==> src/rtl/fetch_sequencer.sv <==
// Purpose : instruction-fetch control FSM (PC->MAR, timed memory read into MDR, MDR->IR, pause for Continue).
// Latency : strobes are registered Moore outputs of the current state; ld_ir rises MEM_WAIT+2 cycles after S18 entry.
// Backpr. : none on the datapath side; the sequence advances only on run_i (HALTED) and continue_i (PAUSE_IR1/2).
//
// Ports:
//   clk, reset          sole clock (rising edge) and asynchronous active-high reset
//   run_i, continue_i   debounced Run / Continue button levels
//   ld_mar .. ld_led    datapath register load enables
//   gate_pc, gate_mdr   bus drivers (mutually exclusive by construction)
//   pcmux               PC source select, 2'b00 = PC+1
//   mem_mem_ena         memory enable; mem_wr_ena is tied low (reads only)
//   state_o, halted_o   debug state encoding and HALTED flag
//
// MEM_WAIT must lie in 1..15: the wait counter is 4 bits wide and holds MEM_WAIT-1.

module fetch_sequencer #(
    parameter int unsigned MEM_WAIT = 3
) (
    input  logic       clk,
    input  logic       reset,
    input  logic       run_i,
    input  logic       continue_i,
    output logic       ld_mar,
    output logic       ld_mdr,
    output logic       ld_ir,
    output logic       ld_pc,
    output logic       ld_led,
    output logic       gate_pc,
    output logic       gate_mdr,
    output logic [1:0] pcmux,
    output logic       mem_mem_ena,
    output logic       mem_wr_ena,
    output logic [3:0] state_o,
    output logic       halted_o
);

    typedef enum logic [2:0] {
        HALTED    = 3'd0,
        S18       = 3'd1,
        S33_1     = 3'd2,
        S33_2     = 3'd3,
        S35       = 3'd4,
        PAUSE_IR1 = 3'd5,
        PAUSE_IR2 = 3'd6
    } state_t;

    // All control strobes travel together so they can be registered as one word.
    typedef struct packed {
        logic       ld_mar;
        logic       ld_mdr;
        logic       ld_ir;
        logic       ld_pc;
        logic       ld_led;
        logic       gate_pc;
        logic       gate_mdr;
        logic [1:0] pcmux;
        logic       mem_mem_ena;
        logic       mem_wr_ena;
        logic       halted;
    } ctrl_t;

    // Value loaded on entry to S33_1; the state is held until the counter reaches 0,
    // so S33_1 lasts exactly MEM_WAIT cycles.
    localparam logic [3:0] WAIT_INIT = 4'(MEM_WAIT - 1);

    state_t     state_q, state_d;
    logic [3:0] wait_q,  wait_d;
    ctrl_t      ctrl_q,  ctrl_d;

    // Moore decode of the strobes for a given state. The unused encoding decodes
    // to all-zero (halted_o is high only in HALTED itself).
    function automatic ctrl_t decode_ctrl(input state_t s);
        ctrl_t c;
        c = '0;
        case (s)
            HALTED: begin
                c.halted = 1'b1;
            end
            S18: begin
                c.gate_pc = 1'b1;
                c.ld_mar  = 1'b1;
                c.ld_pc   = 1'b1;
                c.pcmux   = 2'b00;
            end
            S33_1: begin
                c.mem_mem_ena = 1'b1;
            end
            S33_2: begin
                c.mem_mem_ena = 1'b1;
                c.ld_mdr      = 1'b1;
            end
            S35: begin
                c.gate_mdr = 1'b1;
                c.ld_ir    = 1'b1;
            end
            PAUSE_IR1: begin
                c.ld_led = 1'b1;
            end
            default: begin
                c = '0;
            end
        endcase
        return c;
    endfunction

    // Next-state and wait-counter logic.
    always_comb begin
        state_d = state_q;
        wait_d  = wait_q;
        case (state_q)
            HALTED: begin
                // run_i wins over continue_i here; continue_i is not looked at.
                if (run_i) begin
                    state_d = S18;
                end
            end
            S18: begin
                state_d = S33_1;
                wait_d  = WAIT_INIT;
            end
            S33_1: begin
                if (wait_q == 4'd0) begin
                    state_d = S33_2;
                end else begin
                    wait_d = wait_q - 4'd1;
                end
            end
            S33_2: begin
                state_d = S35;
            end
            S35: begin
                state_d = PAUSE_IR1;
            end
            PAUSE_IR1: begin
                if (continue_i) begin
                    state_d = PAUSE_IR2;
                end
            end
            PAUSE_IR2: begin
                // Wait for the button to be released so one press gives one fetch.
                if (!continue_i) begin
                    state_d = S18;
                end
            end
            default: begin
                state_d = HALTED;
                wait_d  = 4'd0;
            end
        endcase
        // Outputs are registered from the next state so they line up with state_q
        // while still being flop outputs.
        ctrl_d = decode_ctrl(state_d);
    end

    always_ff @(posedge clk or posedge reset) begin
        if (reset) begin
            state_q <= HALTED;
            wait_q  <= 4'd0;
            ctrl_q  <= decode_ctrl(HALTED);
        end else begin
            state_q <= state_d;
            wait_q  <= wait_d;
            ctrl_q  <= ctrl_d;
        end
    end

    assign ld_mar      = ctrl_q.ld_mar;
    assign ld_mdr      = ctrl_q.ld_mdr;
    assign ld_ir       = ctrl_q.ld_ir;
    assign ld_pc       = ctrl_q.ld_pc;
    assign ld_led      = ctrl_q.ld_led;
    assign gate_pc     = ctrl_q.gate_pc;
    assign gate_mdr    = ctrl_q.gate_mdr;
    assign pcmux       = ctrl_q.pcmux;
    assign mem_mem_ena = ctrl_q.mem_mem_ena;
    assign mem_wr_ena  = ctrl_q.mem_wr_ena;
    assign halted_o    = ctrl_q.halted;
    assign state_o     = {1'b0, state_q};

endmodule

==> config.mk <==
export PLATFORM = sky130hd
export DESIGN_NAME = fetch_sequencer
export DESIGN_NICKNAME = d
export VERILOG_FILES = /design/src/rtl/fetch_sequencer.sv
export SDC_FILE = /design/constraint.sdc
export NUM_CORES = 1
export LEC_CHECK = 0
export CAP_MARGIN = 40
export CORE_MARGIN = 4
export CORE_UTILIZATION = 49
export DETAILED_ROUTE_END_ITERATION = 16
export GPL_TIMING_DRIVEN = 0
export PLACE_DENSITY = 0.81
export SYNTH_ARGS = -nofsm -noshare
export SYNTH_HDL_FRONTEND = slang
export SYNTH_SLANG_ARGS = --single-unit
==> constraint.sdc <==
create_clock -name clk -period 5.52 [get_ports clk]
set_clock_uncertainty 0.2 [all_clocks]
set_input_delay 0.828 -clock clk [delete_from_list [all_inputs] [get_ports clk]]
set_output_delay 0.828 -clock clk [all_outputs]
set_load 0.01 [all_outputs]
==> impl_metrics.env <==
export IMPL_gp_congestion=0.8528
export IMPL_cpLargestDelayFamily="buffers and inverters"
export IMPL_wl_met3_um=109
export IMPL_wl_per_cell_um=12.26
export IMPL_core_rowCount=13
export IMPL_start_util_pct=54.22
export IMPL_cts_buffers=3
export IMPL_hp_start="wait_q[0]"
export IMPL_power_frac_seq_pct=30.9
export IMPL_p_sw_mw=0.1989
export IMPL_clkTransAtPathRegs_ps=80
export IMPL_p_sw_share_pct=37.47
export IMPL_avgViaCountPerCell=5.261
export IMPL_rsz0062_at_grt="no"
export IMPL_maxSlewViolCount=0
export IMPL_drt_iter0_drc=15
export IMPL_die_x_um=46.65
export IMPL_syn_avg_cell_area_um2=9.891
export IMPL_cts_tree="done"
export IMPL_cts_resized=0
export IMPL_clock_power_share_pct=10.7
export IMPL_status="completed"
export IMPL_cap_violations=0
export IMPL_synth_area_um2=732.0
export IMPL_layout_drive_gt1_share_pct=19.79
export IMPL_drtAntennaViolNets=0
export IMPL_pwr_share_comb_pct=58.5
export IMPL_hold_class="flop to flop"
export IMPL_netlist_area_leader_share_pct=41.03
export IMPL_synth_seq_area_share_pct=44.62
export IMPL_max_freq_ghz=0.4226
export IMPL_final_cell_mix="15 x clkdlybuf4s50_1, 12 x dfrtp_1, 8 x buf_4"
export IMPL_top_layer_used="met4"
export IMPL_wl_met2_um=627
export IMPL_wl_met1_um=591
export IMPL_grt_max_degree=14
export IMPL_finalInstanceArea_um2=938.4
export IMPL_n_antenna_cell=0
export IMPL_drc=0
export IMPL_ff2ff_path_depth=5
export IMPL_gr_total_overflow=0
export IMPL_synth_distinct_cells=33
export IMPL_ys_flop_type="dfrtp_1"
export IMPL_r2r_slack_ps=3570
export IMPL_hpwl_um=1040
export IMPL_cp_max_fo=1
export IMPL_hold_slack_ps=372.4
export IMPL_layout_commonest_cell="clkdlybuf4s50_1"
export IMPL_synthTopCellsByArea="dfrtp_1 41%, buf_4 8.2%, dfstp_2 3.6%, inv_1 3.6%, o21ai_0 3.4%"
export IMPL_htreeDepth=1
export IMPL_clockRootBuffer="clkbuf_4"
export IMPL_cp_start_kind="flop"
export IMPL_portBuffers=15
export IMPL_timing_rr_start="wait_q[1]"
export IMPL_endpoint_kind="output port"
export IMPL_first_global_vias=522
export IMPL_antenna_found_initial=0
export IMPL_powerDensity_nw_per_um2=565.8
export IMPL_syn_instance_count=74
export IMPL_finalPower_mw=0.5310
export IMPL_grt_use_total_pct=15.14
export IMPL_endpoint="halted_o"
export IMPL_critical_path_required_ps=4490
export IMPL_place_area_um2=912.1
export IMPL_clockBufferDepth=2
export IMPL_dieArea_um2=2176
export IMPL_max_stage_delay_ps=540
export IMPL_wl_um=1361
export IMPL_clk_latency_ps=270
export IMPL_cp_depth=1
export IMPL_crit_type="flop to output port"
export IMPL_fin_crit_ps=2366
export IMPL_cts_sinks=13
export IMPL_p_leak_nw=0.4439
export IMPL_ios=20
export IMPL_dr_pass1_iters=4
export IMPL_cp_cell_sequence="clkdlybuf4s50_1"
export IMPL_die_h_um=46.65
export IMPL_startpoint="halted_o"
export IMPL_critPathBufInv=1
export IMPL_ir_drop_mv=0.3407
export IMPL_nets=102
export IMPL_tns_ps=0
export IMPL_hold_viol_final=0
export IMPL_rr_endpoint="wait_q[1]"
export IMPL_slowest_stage="clkdlybuf4s50_1"
export IMPL_grt_pass1_wl_um=2283
export IMPL_finalSetupViolCount=0
export IMPL_core_um2=1350
export IMPL_timing_final_crit_share_pct=42.87
export IMPL_syn_to_final_growth_pct=28.21
export IMPL_final_util_pct=69.51
export IMPL_synth_edf_count=0
export IMPL_cts_setup_buffers=0
export IMPL_synth_top_area_cell="dfrtp_1"
export IMPL_vias=584
export IMPL_cts_hold_buffers=0
export IMPL_yosysWarnings=0
export IMPL_ys_seq_elements=13
export IMPL_synth_async_reset_ratio_pct=100.0
export IMPL_worstPathArrival_ps=1340
export IMPL_cellInternalPower_mw=0.3320
## metrics by stage
stage               setup slack, ps  cells
floorplan                      3675     77
global placement               3396    107
detailed placement             3384    107
CTS                            3140    111
global route                   3084    111
finish                         3154    111
## cell usage after synthesis (2+ instances only)
cell type,instances
a211oi_1,2
a21oi_1,2
buf_4,8
buf_6,2
dfrtp_1,12
inv_1,7
nand2_1,5
nand3_1,3
nor2_1,5
o21ai_0,5
## worst min path at each step
stage / to / slack, ps / cells past startpoint
floorplan: wait_q[0] / 300 / 2
global placement: wait_q[0] / 330 / 2
detailed placement: wait_q[0] / 370 / 2
CTS: wait_q[0] / 380 / 2
global route: wait_q[1] / 410 / 2
finish: wait_q[0] / 370 / 2
## logic make-up after synthesis
kind of cell               synth area share [%]
buffers and inverters                     17.26
and+or+nand+nor                           14.87
xor gates and xnor gates                  1.197
AOI/OAI and AO/OA                         18.46
DFF                                       44.62
adders and majority gates                 3.077
other                                    0.5123
## sequential cells by signal (all words and copies together) (netlist names)
register / count
mem_mem_ena: 1
wait_q: 4
halted_o: 1
state_q: 3
gate_mdr: 1
gate_pc: 1
ld_led: 1
ld_mdr: 1
## layer usage
metal,up-vias,GRT usage (%)
met5,-,0
met1,269,20.29
met4,0,8.287
met2,20,22.25
met3,5,3.516
li1,290,-
## layout make-up
class                           instances  area (um^2)
Sequential cell                        13        326.6
Timing Repair Buffer                   15        150.1
Clock buffer                            4        26.28
Tap cell                               15        18.77
Inverter                                7        26.28
Buffer                                 12        100.1
Fill cell                             110        411.6
Multi-Input combinational cell         45        290.3
## power groups by stage
stage / sequential [mW] / clock, mW / combinational (mW)
floorplan: 0.175 / 0 / 0.195
global placement: 0.163 / 0 / 0.308
detailed placement: 0.166 / 0 / 0.311
CTS: 0.165 / 0.0596 / 0.313
global route: 0.170 / 0.0652 / 0.341
finish: 0.164 / 0.0566 / 0.311
(Power assumes the default switching activity.)
